### src/rtl/mdu_riscv.sv
// rtl/mdu_riscv.sv - iterative RV32M multiply/divide unit, one bit per cycle
// Optional zero-operand fast path: define MDU_ZERO_BYPASS_EN
module mdu_riscv #(
    parameter int XLEN = 32
) (
    input  logic            clk,
    input  logic            rst_n,
    input  logic            req_valid,
    output logic            req_ready,
    input  logic [2:0]      req_op,
    input  logic [XLEN-1:0] req_a,
    input  logic [XLEN-1:0] req_b,
    output logic            resp_valid,
    input  logic            resp_ready,
    output logic [XLEN-1:0] resp_result
);
    localparam int CW = $clog2(XLEN) + 1;

    typedef enum logic [1:0] {IDLE, CALC, DONE} state_t;

    state_t            r_state;
    state_t            w_next;
    logic [2:0]        r_op;
    logic              r_sa;
    logic              r_sb;
    logic              r_fast;
    logic [XLEN-1:0]   r_b;
    logic [XLEN-1:0]   r_result;
    logic [2*XLEN-1:0] r_acc;
    logic [CW-1:0]     r_cnt;

    logic              w_accept;
    logic              w_sgn_a;
    logic              w_sgn_b;
    logic              w_neg_a;
    logic              w_neg_b;
    logic [XLEN-1:0]   w_mag_a;
    logic [XLEN-1:0]   w_mag_b;
    logic              w_b_zero;
    logic              w_ovf;
    logic              w_zero_fast;
    logic              w_special;
    logic [XLEN-1:0]   w_special_res;
    logic [XLEN:0]     w_sum;
    logic [XLEN:0]     w_rsh;
    logic [XLEN:0]     w_diff;
    logic [2*XLEN-1:0] w_acc_step;
    logic [2*XLEN-1:0] w_prod;
    logic [XLEN-1:0]   w_quot;
    logic [XLEN-1:0]   w_rem;
    logic [XLEN-1:0]   w_final;

    assign req_ready  = (r_state == IDLE) & rst_n;
    assign resp_valid = (r_state == DONE);
    assign w_accept   = req_valid & req_ready;

    // Signedness by funct3: MUL/MULH/DIV/REM both, MULHSU rs1 only
    assign w_sgn_a = req_op[2] ? ~req_op[0] : (req_op[1:0] != 2'b11);
    assign w_sgn_b = req_op[2] ? ~req_op[0] : ~req_op[1];
    assign w_neg_a = w_sgn_a & req_a[XLEN-1];
    assign w_neg_b = w_sgn_b & req_b[XLEN-1];
    assign w_mag_a = w_neg_a ? -req_a : req_a;
    assign w_mag_b = w_neg_b ? -req_b : req_b;

    assign w_b_zero = req_op[2] & (req_b == '0);
    assign w_ovf    = req_op[2] & ~req_op[0] & (&req_b)
                    & (req_a == {1'b1, {(XLEN-1){1'b0}}});

`ifdef MDU_ZERO_BYPASS_EN
    assign w_zero_fast = req_op[2] ? ((req_a == '0) & (req_b != '0))
                                   : ((req_a == '0) | (req_b == '0));
`else
    assign w_zero_fast = 1'b0;
`endif

    assign w_special = w_b_zero | w_ovf | w_zero_fast;

    always_comb begin
        w_special_res = '0;
        if (w_b_zero)
            w_special_res = req_op[1] ? req_a : {XLEN{1'b1}};
        else if (w_ovf)
            w_special_res = req_op[1] ? '0 : req_a;
    end

    // Multiply keeps the multiplier in the low half and shifts right;
    // divide keeps the dividend/quotient in the low half and shifts left.
    assign w_sum  = {1'b0, r_acc[2*XLEN-1:XLEN]} + (r_acc[0] ? {1'b0, r_b} : '0);
    assign w_rsh  = r_acc[2*XLEN-1:XLEN-1];
    assign w_diff = w_rsh - {1'b0, r_b};

    always_comb begin
        w_acc_step = {w_sum, r_acc[XLEN-1:1]};
        if (r_op[2]) begin
            if (w_diff[XLEN])
                w_acc_step = {w_rsh[XLEN-1:0], r_acc[XLEN-2:0], 1'b0};
            else
                w_acc_step = {w_diff[XLEN-1:0], r_acc[XLEN-2:0], 1'b1};
        end
    end

    assign w_prod = (r_sa ^ r_sb) ? -r_acc : r_acc;
    assign w_quot = (r_sa ^ r_sb) ? -r_acc[XLEN-1:0] : r_acc[XLEN-1:0];
    assign w_rem  = r_sa ? -r_acc[2*XLEN-1:XLEN] : r_acc[2*XLEN-1:XLEN];

    always_comb begin
        w_final = w_rem;
        case (r_op)
            3'b000:                 w_final = w_prod[XLEN-1:0];
            3'b001, 3'b010, 3'b011: w_final = w_prod[2*XLEN-1:XLEN];
            3'b100, 3'b101:         w_final = w_quot;
            default:                w_final = w_rem;
        endcase
    end

    assign resp_result = r_fast ? r_result : w_final;

    always_comb begin
        w_next = r_state;
        case (r_state)
            IDLE:    if (w_accept) w_next = w_special ? DONE : CALC;
            CALC:    if (r_cnt == CW'(1)) w_next = DONE;
            DONE:    if (resp_ready) w_next = IDLE;
            default: w_next = IDLE;
        endcase
    end

    always_ff @(posedge clk or negedge rst_n) begin
        if (!rst_n)
            r_state <= IDLE;
        else
            r_state <= w_next;
    end

    always_ff @(posedge clk or negedge rst_n) begin
        if (!rst_n) begin
            r_op     <= '0;
            r_sa     <= 1'b0;
            r_sb     <= 1'b0;
            r_fast   <= 1'b0;
            r_b      <= '0;
            r_result <= '0;
            r_acc    <= '0;
            r_cnt    <= '0;
        end else begin
            case (r_state)
                IDLE: begin
                    if (w_accept) begin
                        r_op     <= req_op;
                        r_sa     <= w_neg_a;
                        r_sb     <= w_neg_b;
                        r_fast   <= w_special;
                        r_result <= w_special_res;
                        r_b      <= w_mag_b;
                        r_acc    <= {{XLEN{1'b0}}, w_mag_a};
                        r_cnt    <= CW'(XLEN);
                    end
                end
                CALC: begin
                    r_acc <= w_acc_step;
                    r_cnt <= r_cnt - CW'(1);
                end
                default: ;
            endcase
        end
    end
endmodule

### config.mk
export PLATFORM = sky130hd
export DESIGN_NAME = mdu_riscv
export DESIGN_NICKNAME = d
export VERILOG_FILES = /design/src/rtl/mdu_riscv.sv
export SDC_FILE = /design/constraint.sdc
export NUM_CORES = 1
export LEC_CHECK = 0
export ABC_CLOCK_PERIOD_IN_PS = 5000
export CELL_PAD_IN_SITES_DETAIL_PLACEMENT = 1
export CELL_PAD_IN_SITES_GLOBAL_PLACEMENT = 1
export CORE_ASPECT_RATIO = 0.6
export CORE_MARGIN = 2
export CORE_UTILIZATION = 45
export DETAILED_ROUTE_END_ITERATION = 10
export PLACE_DENSITY_LB_ADDON = 0.15
export SLEW_MARGIN = 20
export SYNTH_ARGS = -nofsm -noshare
export SYNTH_HDL_FRONTEND = slang
export SYNTH_SLANG_ARGS = --single-unit
### constraint.sdc
create_clock -name clk -period 5 [get_ports clk]
set_clock_uncertainty 0.1 [all_clocks]
set_input_delay 1.25 -clock clk [delete_from_list [all_inputs] [get_ports clk]]
set_output_delay 1.25 -clock clk [all_outputs]
set_load 0.02 [all_outputs]
==> results.cfg, run 1 <==
[status]
status = complete, but fails checks
violations = setup timing

[pwr]
p_per_area_nw_per_um2 = 856
peakVddDrop_uv = 433
finalPower_uw = 14800
p_leak_uw = 0.00737

[worst_setup_path]
rrSetupSlack_ns = 0.53
crit_path_start_kind = flop
cp.arrival_ns = 3.84
r2r_end = r_acc[62]
cp_data_required_time_ns = 3.65
path_class = flop to primary output
r2r-start = r_acc[0]
end_kind = primary output
reg2reg_depth = 14
path_max_fanout = 4

[drt]
totalWireLength_mm = 61.3
avgViaCountPerCell = 6.39
drt_iter0_drc = 1544
drc = 0
ant_nets = 0
wl_per_cell_um = 24.9
vias = 15718
firstDrtPassIters = 5

[place]
pre_cts_ws_ns = -0.0783
portBuffers = 104
dpl.hpwl_mm = 45.9
gp_congestion = 0.971
dp_cells = 2423

[clock_network]
cts_buffers = 17
cts_tree = yes
cts_buffer_depth = 2
ctsRootBufferMaster = clkbuf_16
htreeDepth = 4
path_clk_slew_ns = 0.07
clock_sinks = 142
clock_latency_ns = 0.46

[timing]
setup_viol = 10
drv_slew = 0
rsz0062_at_grt = true
tightest_slew_ns = 1.05
max_freq_mhz = 193
hold_violations = 0
fin_crit_ns = 5.19
worst_slack_ns = -0.189
slew-limit-headroom_pct = 30.0
period_share_pct = 104

[min_path]
min_from = r_b[2]
min_delay_path_depth = 2
hold_end = r_b[2]
min_path_type = flop to flop

[yosys]
avgSynthCellArea_sq_um = 7.53
netlist_area_sq_um = 14200
ys.flop_type = dfrtp_1
yosys_warnings = 0
synthCells = 1891
ys_types = 79
syn-num-nets = 2035
synth_edf_count = 0
ys_seq_area_share_pct = 25.0
ys_ff_latch = 142
async_flop_share_pct = 100

[grt]
grt_overflow = 0
grt_max_degree = 78
grt_antenna_before_repair = 1
track_usage_pct = 37.0
grt_pass1_wl_mm = 93.7
grt_pass1_vias = 15745

[die]
core_region_area_sq_um = 31200
die_x_um = 234
die_h_um = 142
die-area_sq_um = 33100
row_count = 50
start_util_pct = 45.7
ios = 105

[final_layout]
layout-drive-gt1-share_pct = 14.3
multiInputGateArea_sq_um = 10300
area_growth_syn_to_layout_pct = 21.6
regArea_sq_um = 3560
finalNonFillerCells = 2460
fill_cells = 3867
fin_nets = 2174

[flow_run]
drv_cap = 0
critical path, stage by stage (launching register included):
cell	delay, ns
dfrtp_1	0.40
or4_4	0.57
or4_4	0.55
nor4_4	0.23
nand2_2	0.14
buf_6	0.17
nor3_4	0.30
a31oi_1	0.15
xnor2_1	0.22
o221ai_2	0.19
mux2_4	0.32
buf_6	0.13
cells by family after synthesis:
| group | after synthesis | share of synthesized area [%] |
|---|---|---|
| mux | 49 | 3.51 |
| fa+ha+maj | 73 | 6.52 |
| buf+inv | 220 | 5.97 |
| compound gates | 636 | 28.0 |
| simple gates | 582 | 19.4 |
| xor+xnor | 189 | 11.6 |
| flops | 142 | 25.0 |
worst max-delay path by stage:
stage,endpoint,slack (ns),start
5_1_grt,resp_result[31],-0.23,r_acc[5]
2_1_floorplan,resp_result[29],0.47,r_acc[4]
4_1_cts,resp_result[18],-0.10,r_acc[5]
3_5_place_dp,resp_result[18],-0.08,r_acc[5]
6_report,resp_result[31],-0.19,r_acc[5]
3_3_place_gp,resp_result[18],-0.04,r_acc[5]
layout make-up:
| cell class | instances | area share [%] |
|---|---|---|
| multi-input combinational | 1529 | 59.3 |
| sequential | 142 | 20.5 |
| timing repair buffer | 240 | 11.6 |
| tap | 416 | 3.00 |
| clock buffer | 18 | 2.48 |
| inverter | 100 | 2.17 |
| clock inverter | 14 | 0.852 |
| antenna | 1 | 0.0144 |
cell usage after synthesis (all sizes together) (24+ instances only):
cell type	number	share of area [%]
a211oi	58	3.1
a21o	34	1.8
a21oi	190	6.7
clkbuf	108	2.8
dfrtp	142	25
ha	71	6.2
inv	100	2.6
mux2i	42	3.0
nand2	166	4.4
nand3	32	1.2
nor2	210	5.5
nor3	31	1.2
o21ai	153	5.4
o22ai	43	1.9
o31ai	24	1.4
xnor2	97	6.0
xor2	92	5.7
what timing repair did:
| action | 4_1_cts | 5_1_grt |
|---|---|---|
| pin swaps | 15 | 30 |
| setup endpoints to repair | 32 | 27 |
| hold buffers | 0 | 0 |
| setup buffers | 2 | 3 |
| resized for setup | 129 | 79 |
routing by layer:
layer / vias up / global-route usage [%] / share of wire [%]
met5: - / 0 / 0
met3: 98 / 10.7 / 9.5
met4: 0 / 9.99 / 1.9
met1: 7863 / 55.1 / 48
met2: 660 / 51.5 / 41
li1: 7097 / - / -
registers in the layout (all words and copies together) (netlist names):
register	flops
r_fast	1
r_acc	64
r_result	32
r_sb	1
r_sa	1
r_state	2
r_b	32
r_op	3
r_cnt	6
report_power, final:
group | leakage, uW | total (uW) | switching (uW) | internal (uW)
logic | 0.00530 | 11300 | 7010 | 4300
clock network | 0.000275 | 1340 | 631 | 705
registers | 0.00179 | 2200 | 590 | 1600
layout by cell type (no fill, tap or decap), types with 21 or more instances in the layout:
| cell type | count |
|---|---|
| nand3_1 | 31 |
| dfrtp_1 | 140 |
| nor3_1 | 28 |
| nand2b_1 | 21 |
| mux2i_1 | 42 |
| xor2_1 | 88 |
| o21ai_1 | 44 |
| a21o_1 | 34 |
| ha_1 | 70 |
| clkdlybuf4s50_1 | 71 |
| nand2_1 | 163 |
| o21ai_0 | 100 |
| a21oi_1 | 188 |
| nor2_1 | 203 |
| xnor2_1 | 95 |
| a211oi_1 | 44 |
| buf_4 | 133 |
| inv_1 | 100 |
| o22ai_1 | 43 |
metrics by stage:
stage                     utilization [%]  hold WS, ns  setup TNS, ns  area, sq um
after global placement               52.6        0.363        -0.0583        16400
final                                55.6        0.384         -0.719        17300
after detailed placement             52.6        0.374         -0.160        16400
after CTS                            54.9        0.381         -0.180        17100
after global routing                 55.6        0.408          -1.88        17300
after floorplan                         -        0.346              0        14200
Power figures use the tool's default switching activity.
==> run 2, diff against run 1 <==
--- a/config.mk
+++ b/config.mk
@@ -9,7 +9,7 @@
 export CELL_PAD_IN_SITES_DETAIL_PLACEMENT = 1
 export CELL_PAD_IN_SITES_GLOBAL_PLACEMENT = 1
 export CORE_ASPECT_RATIO = 0.6
-export CORE_MARGIN = 2
+export CORE_MARGIN = 4
 export CORE_UTILIZATION = 45
 export DETAILED_ROUTE_END_ITERATION = 10
 export PLACE_DENSITY_LB_ADDON = 0.15
==> results.cfg, run 2 (synthesis gave the netlist of run 1 again) <==
[grt]
grt_max_degree = 141
grt_antenna_before_repair = 0
grt_overflow = 0
grt_pass1_wl_mm = 94.1
track_usage_pct = 34.4
grt_pass1_vias = 15601

[worst_setup_path]
path_cells = or4_4, or4_4, nor4_4, nand2_2, buf_6, nor4_4, buf_4, a21oi_4, xor2_1, o22ai_1, o31ai_1, buf_4, buf_6
endpoint = resp_result[29]
path_class = flop to primary output
slowest_delay_ns = 0.56
cp.depth = 13
r2r-start = r_acc[0]
path_buf_inv = 4
cp_data_required_time_ns = 3.65
reg2reg_depth = 14
cp.arrival_ns = 3.81
crit_family = simple AND/OR/NAND/NOR gates
crit_path_start_kind = flop
worstSetupStartpoint = r_acc[5]
rrSetupSlack_ns = 0.63
cp_slowest_cell = or4_4
path_max_fanout = 3
end_kind = primary output
r2r_end = r_acc[62]

[drt]
wl_met2_mm = 24.3
avgViaCountPerCell = 6.36
wl_met3_mm = 5.64
firstDrtPassIters = 7
drc = 0
vias = 15667
ant_nets = 0
totalWireLength_mm = 60.1
wl_per_cell_um = 24.4
top_layer = met4
m1WireLength_mm = 29.1
drt_iter0_drc = 1585

[clock_network]
cts_tree = yes
ctsHoldBuffers = 0
clock_latency_ns = 0.48
ctsRootBufferMaster = clkbuf_16
cts_buffer_depth = 2
path_clk_slew_ns = 0.06
cts_buffers = 17
clock_sinks = 142
htreeDepth = 4

[final_layout]
reg_top3 = r_acc: 64 flops, r_b: 32 flops, r_result: 32 flops
finalNonFillerCells = 2463
fin_nets = 2178
final_common_cell = nor2_1
diodes = 0
most-common-layout-cells = nor2_1 (203), a21oi_1 (187), nand2_1 (164)
largest_register = r_acc
largest_reg_flops = 64
layout-drive-gt1-share_pct = 13.2
area_growth_syn_to_layout_pct = 21.4
fin_util_pct = 55.5

[pwr]
finalPower_uw = 14600
p_leak_uw = 0.00741
peakVddDrop_uv = 566
p_per_area_nw_per_um2 = 847

[die]
core_region_area_sq_um = 31200
start_util_pct = 45.7
die_x_um = 238
ios = 105
die-area_sq_um = 34600
die_h_um = 146
row_count = 50

[min_path]
min_path_type = flop to flop
min_delay_path_depth = 2

[timing]
tightest_slew_ns = 0.964
slew-limit-headroom_pct = 35.8
period_share_pct = 103
setup_tns_ns = -0.419
drv_slew = 0
hold_violations = 0
rsz0062_at_grt = true
max_freq_mhz = 194
setup_viol = 6
fin_crit_ns = 5.16
worst_slack_ns = -0.158

[status]
status = complete, but fails checks
violations = setup timing

[place]
dpl.hpwl_mm = 46.0
gp_congestion = 0.956
dp_cells = 2426
portBuffers = 104
pre_cts_ws_ns = -0.100

[flow_run]
drv_cap = 0
## run 2: cell count changes in the layout (fill, tap and decap cells not counted), moves of 4 or more
| cell | previous run | this run |
|---|---|---|
| o31ai_4 | 5 | 1 |
| o21ai_1 | 44 | 48 |
| a211oi_2 | 14 | 7 |
| o31ai_2 | 0 | 4 |
| buf_4 | 133 | 140 |
| dlygate4sd2_1 | 2 | 12 |
| a211oi_1 | 44 | 51 |
| clkbuf_2 | 10 | 3 |
| inv_6 | 6 | 2 |
| buf_6 | 12 | 8 |
## run 2: layout make-up
| type | count | area (sq um) |
|---|---|---|
| clock buffer | 18 | 439 |
| clock inverter | 14 | 206 |
| fill | 3851 | 13900 |
| inverter | 100 | 375 |
| multi-input combinational | 1529 | 10100 |
| sequential | 142 | 3560 |
| tap | 416 | 520 |
| timing repair buffer | 244 | 2050 |
## run 2: how the worst min path moves through the flow
stage              from  endpoint
2_1_floorplan  r_cnt[5]  r_cnt[5]
3_3_place_gp     r_b[4]    r_b[4]
3_5_place_dp     r_b[4]    r_b[4]
4_1_cts          r_b[4]    r_b[4]
5_1_grt          r_b[4]    r_b[4]
6_report         r_b[4]    r_b[4]
## run 2: per-layer routing
| metal | vias to the layer above | global-route usage, % |
|---|---|---|
| li1 | 7098 | - |
| met1 | 7849 | 53.5 |
| met2 | 650 | 47.5 |
| met3 | 70 | 8.66 |
| met4 | 0 | 7.29 |
| met5 | - | 0 |
## run 2: repair_timing
| action | in CTS | in global routing |
|---|---|---|
| resized for setup | 122 | 33 |
| hold endpoints to repair | 0 | 0 |
| setup endpoints to repair | 32 | 31 |
| pin swaps | 23 | 23 |
| buffers inserted | 2 | 3 |
## run 2: per-stage QoR
stage                     hold slack, ns  instance area [sq um]
after floorplan                    0.346                  14200
after global placement             0.362                  16400
after detailed placement           0.371                  16400
after CTS                          0.385                  17200
after global routing               0.401                  17300
final                              0.381                  17300
## run 2: power breakdown
group / internal, uW / switching, uW / leakage (uW)
registers: 1610 / 556 / 0.00179
logic: 4230 / 6790 / 0.00531
clock network: 859 / 606 / 0.000311
## run 2: worst reg2reg max path, delay by kind of cell (launching register included)
kind / cells / cell delay (ns)
AND/OR/NAND/NOR: 3 / 0.30
adder cells (fa/ha/maj): 1 / 0.38
buffers and inverters: 3 / 0.63
flip-flops: 1 / 0.40
multiplexers: 1 / 0.24
AO/OA/AOI/OAI: 6 / 2.25
==> variant 1 (settings of run 2) <==
The 3 states of `state_t` get a one-hot encoding in 3 bits.
--- a/src/rtl/mdu_riscv.sv
+++ b/src/rtl/mdu_riscv.sv
@@ -17,5 +17,5 @@
     localparam int CW = $clog2(XLEN) + 1;
 
-    typedef enum logic [1:0] {IDLE, CALC, DONE} state_t;
+    typedef enum logic [2:0] {IDLE = 3'b001, CALC = 3'b010, DONE = 3'b100} state_t;
 
     state_t            r_state;
Check against the original RTL: no difference found for any inputs over 4 cycles, from zero or initial values and one cycle with rst_n low; so few cycles prove little.
==> variant 1 against run 2 <==
Design area shrank 1.8%. Sequential power down 19%. Worst setup slack improved by 0.16 ns. Synthesized area up 0.26%. Total power decreased by 36%. Routed wire length increased by 0.11%. Sequential cell count increased by 1. Core utilization down 1.1 points. Critical path type unchanged. Critical endpoint is now resp_result[17]. Largest power group unchanged.
==> variant 1: results (changes against run 2) <==
| Metric | Value |
|---|---|
| VDD IR-drop max | 336.1 µV (-41%) |
| Syn_nets | 2042 (+0.34%) |
| Status | finished, final reports clean |
| Fill count | 3855 (+0.10%) |
| Worst Max-Slew Pin Slew | 1.094 ns (+0.1304 ns) |
| Synth Instances | 1898 (+0.37%) |
| Core Util, Final | 54.40% (-1.1 points) |
| Largest net degree at the start of global routing | 91 (-35%) |
| Largest regs | r_acc (64), r_b (32), r_result (32) |
| Post-detail-place hpwl | 45900 µm (-0.16%) |
| Async S/R FF share, synth | 100.0% (unchanged) |
| Synth Area in Compound Gates | 26.48% (-1.5 points) |
| Finished Layout Cells | 2433 (-1.2%) |
| CP max FO | 4 (+1) |
| Pre-CTS setup slack | 0.0006750 ns (+0.1007 ns) |
| Psw | 4.846 mW (-39%) |
| CTS Buffer Depth | 2 (unchanged) |
| Vias in the first global route | 15480 (-0.75%) |
| HP Class | reg -> reg |
| Synth cell types | 74 (-6.3%) |
| Share of layout cells above drive strength 1 | 11.17% (-2.0 points) |
| Starting DRT DRC Count | 1587 (+0.13%) |
| Leak | 7.429 nW (+0.27%) |
| Fraction of synthesized cell area in xor and xnor cells | 11.78% (+0.15 points) |
| Cell Area, Placed | 0.01617 mm² (-1.5%) |
| Total GRT Usage | 34.18% (-0.22 points) |
| Commonest cells post-synth | 198 x nand2_1, 195 x nor2_1, 184 x o21ai_0, 142 x dfrtp_1, 135 x a21oi_1 |
| Adder-cell area share of the yosys netlist | 6.502% (-0.017 points) |
| Post-synthesis sequential area ratio | 25.07% (+0.12 points) |
| Mux share of post-synthesis cell area | 4.443% (+0.94 points) |
| Yosys warns | 0 (unchanged) |
| Worst-path clk slew | 0.08 ns (+0.02 ns) |
| Clk_lat worst skew | 0.46 ns (-0.02 ns) |
| Drt pass-1 iters | 6 (-1) |
| Top FF cell, synth | dfrtp_1 |
| WP data arrival | 3.65 ns (-0.16 ns) |
| Detailed Route WL | 60210 µm (+0.11%) |
| Vias per cell | 6.360 (about the same) |
| First-pass GRT wire length | 93430 µm (-0.70%) |
| Antenna violations before repair | 6 (+6) |
| RD Place Congestion | 0.9944 (+4.1%) |
| Total Nets Final | 2146 (-1.5%) |
| Main area contributors after synthesis | dfrtp_1 25%, o21ai_0 6.4%, ha_1 6.2%, xnor2_1 6.2%, xor2_1 5.6% |
## variant 1: cell types whose count changed after synthesis, moves of 11 or more
| cell | change |
|---|---|
| o21ai_0 | +82 |
| mux2i_1 | +18 |
| nand2_1 | +33 |
| o21ai_1 | -48 |
| inv_1 | -25 |
| o22ai_1 | -11 |
| a21oi_1 | -55 |
| a211oi_1 | -20 |
| nor3_1 | +11 |
| nor2_1 | -15 |
## variant 1: power groups by stage
| stage | clock [mW] | combinational, mW | sequential, mW |
|---|---|---|---|
| 6_report | 1.40 | 6.24 | 1.75 |
| 5_1_grt | 1.46 | 6.69 | 1.78 |
| 4_1_cts | 1.41 | 5.95 | 1.73 |
| 3_5_place_dp | 0 | 5.87 | 1.74 |
| 3_3_place_gp | 0 | 5.72 | 1.72 |
| 2_1_floorplan | 0 | 3.75 | 1.62 |
## variant 1: path summary, 6_finish.rpt
check	startpoint	endpoint	slack, ns	cells after the start
min in group asynchronous	rst_n	r_cnt[4]$_DFFE_PN0P_	0.81	2
hold reg to reg	r_result[2]$_DFFE_PN0P_	r_result[2]$_DFFE_PN0P_	0.38	2
max in group asynchronous	rst_n	r_op[2]$_DFFE_PN0P_	2.02	4
setup / recovery	r_acc[11]$_DFFE_PN0P_	resp_result[17]	0.004	10
setup reg to reg	r_acc[31]$_DFFE_PN0P_	r_acc[47]$_DFFE_PN0P_	0.66	13
hold / removal	r_result[2]$_DFFE_PN0P_	r_result[2]$_DFFE_PN0P_	0.38	2
## variant 1: final cells by class
type,instances,share of cell area [%]
multi-input combinational,1550,59.88
sequential,143,21.09
timing repair buffer,214,10.63
tap,416,3.065
clock buffer,17,2.505
inverter,76,1.680
clock inverter,15,1.113
antenna,2,0.02947
## variant 1: per-layer routing
metal	share of wire [%]	GRT usage, %
met1	47	51.47
met2	41	46.87
met3	11	11.93
met4	1.4	7.028
met5	0.080	0
## variant 1: critical path, cell delays in order (launching register included)
cell	delay, ns
dfrtp_1	0.38
or4_4	0.54
or3_4	0.38
buf_6	0.14
or2_2	0.32
o21ai_1	0.26
xor2_1	0.31
o22ai_1	0.13
a211oi_2	0.29
a21oi_1	0.07
dlygate4sd2_1	0.37
## variant 1: logic make-up (layout without fill, tap and decap cells)
kind of cell	after synthesis	after routing
AND/OR/NAND/NOR	617	617
AO/OA/AOI/OAI	605	605
buffers and inverters	205	322
XOR/XNOR	192	192
flip-flops	143	143
adder cells (fa/ha/maj)	73	73
multiplexers	63	63
other	0	2
## variant 1: what timing repair did
item / in CTS / in global routing
setup buffers: 2 / 3
resized for setup: 76 / 77
hold buffers: 0 / 0
gates cloned: 0 / 0
pin swaps: 4 / 16
endpoints found under the setup margin: 32 / 30
==> variant 2 (flow settings as in run 2) <==
Made on the original files. `XLEN`: 32 -> 16.
--- a/src/rtl/mdu_riscv.sv
+++ b/src/rtl/mdu_riscv.sv
@@ -2,5 +2,5 @@
 // Optional zero-operand fast path: define MDU_ZERO_BYPASS_EN
 module mdu_riscv #(
-    parameter int XLEN = 32
+    parameter int XLEN = 16
 ) (
     input  logic            clk,
Ports: changed (resized req_a, req_b and resp_result); port bits go from 105 to 57. The function was not compared with the original's and may differ.
==> variant 2 against run 2 <==
The run still ends with negative setup slack left. Design area shrank 52%. Sequential power shrank 44%. Combinational power shrank 58%. Worst hold slack gained 0.0065 ns. Sequential cell count shrank 65. Total power shrank 55%. Global-route usage shrank 3.8 points. Register-to-register slack gained 0.29 ns. Worst setup slack gained 0.049 ns. Via count shrank 54%. Synthesized area shrank 50%. Critical path type unchanged. Largest power group unchanged. Critical endpoint is now resp_result[1]. Routed wire length shrank 55%. Cell count shrank 53%.
==> variant 2: results (changes against run 2) <==
| Metric | Value |
|---|---|
| Port buffer count | 56 (-46%) |
| Synth Instances | 897 (-53%) |
| Slowest stage delay, CP | 0.66 ns (+0.10 ns) |
| Largest net degree at the start of global routing | 56 (-60%) |
| Total GRT Usage | 30.63% (-3.8 points) |
| Worst Max-Slew Pin Slew | 1.011 ns (+0.04762 ns) |
| Final Setup Violations | 3 (-3) |
| H-tree Lvls | 3 (-1) |
| HP Start | r_b[12]$_DFFE_PN0P_ |
| Status | finished with violations |
| Largest regs | r_acc (32), r_b (16), r_result (16) |
| DR vias | 7283 (-54%) |
| VDD IR-drop max | 352.7 µV (-38%) |
| RD Place Congestion | 0.9229 (-3.4%) |
| Drt pass-1 iters | 5 (-2) |
| Syn_nets | 977 (-52%) |
| Failing checks | negative setup slack |
| Number of buffers created by CTS | 9 (-8) |
| Main area contributors after synthesis | dfrtp_1 27%, xor2_1 6.9%, ha_1 6.9%, o21ai_0 5.3%, a21oi_1 4.9% |
| First-pass GRT wire length | 43340 µm (-54%) |
| Final worst slack | -0.1093 ns (+0.04885 ns) |
| Starting DRT DRC Count | 612 (-61%) |
| Synth cell types | 65 (-18%) |
| Setup crit start | r_acc[12]$_DFFE_PN0P_ |
| Reg2Reg Depth | 12 (-2) |
| Post-synthesis sequential area ratio | 27.07% (+2.1 points) |
| Fill count | 1865 (-52%) |
[variant 2: worst reg2reg max path, delay by kind of cell, from the launching register on]
family                     cells  cell delay, ns
adders and majority gates      2            0.69
AOI/OAI and AO/OA              5            0.92
DFF                            1            0.50
buffers and inverters          2            0.51
and+or+nand+nor                1            0.19
muxes                          1            0.24
xor gates and xnor gates       1            0.80
[variant 2: how the worst max path moves through the flow]
stage / to / slack [ns]
after floorplan: resp_result[8] / 0.35
after global placement: resp_result[0] / 0.09
after detailed placement: resp_result[0] / -0.08
after CTS: resp_result[9] / -0.02
after global routing: resp_result[3] / -0.11
final: resp_result[1] / -0.11
[variant 2: layout make-up]
class / count / area, µm² / share of cell area (%)
Inverter: 54 / 202.7 / 2.439
Tap cell: 203 / 254.0 / 3.056
Clock buffer: 9 / 225.2 / 2.710
Timing Repair Buffer: 92 / 832.0 / 10.01
Sequential cell: 77 / 1927 / 23.19
Clock inverter: 6 / 71.32 / 0.8582
Multi-Input combinational cell: 718 / 4798 / 57.74
[variant 2: where the power goes]
group / internal, mW / switching [mW]
Combinational: 1.87 / 2.79
Clock: 0.389 / 0.300
Sequential: 0.860 / 0.339
Total: 3.12 / 3.42
[variant 2: per-layer routing]
metal	track usage (%)	share of wire, %
met1	49.08	50
met2	43.52	42
met3	4.760	7.4
met4	4.843	0.88
met5	0	0
[variant 2: cells by family after synthesis]
family | synth area share (%)
AO/OA/AOI/OAI | 24.16
buffers and inverters | 6.329
multiplexers | 4.659
adder cells (fa/ha/maj) | 7.419
AND/OR/NAND/NOR | 18.57
flip-flops | 27.07
XOR/XNOR | 11.80
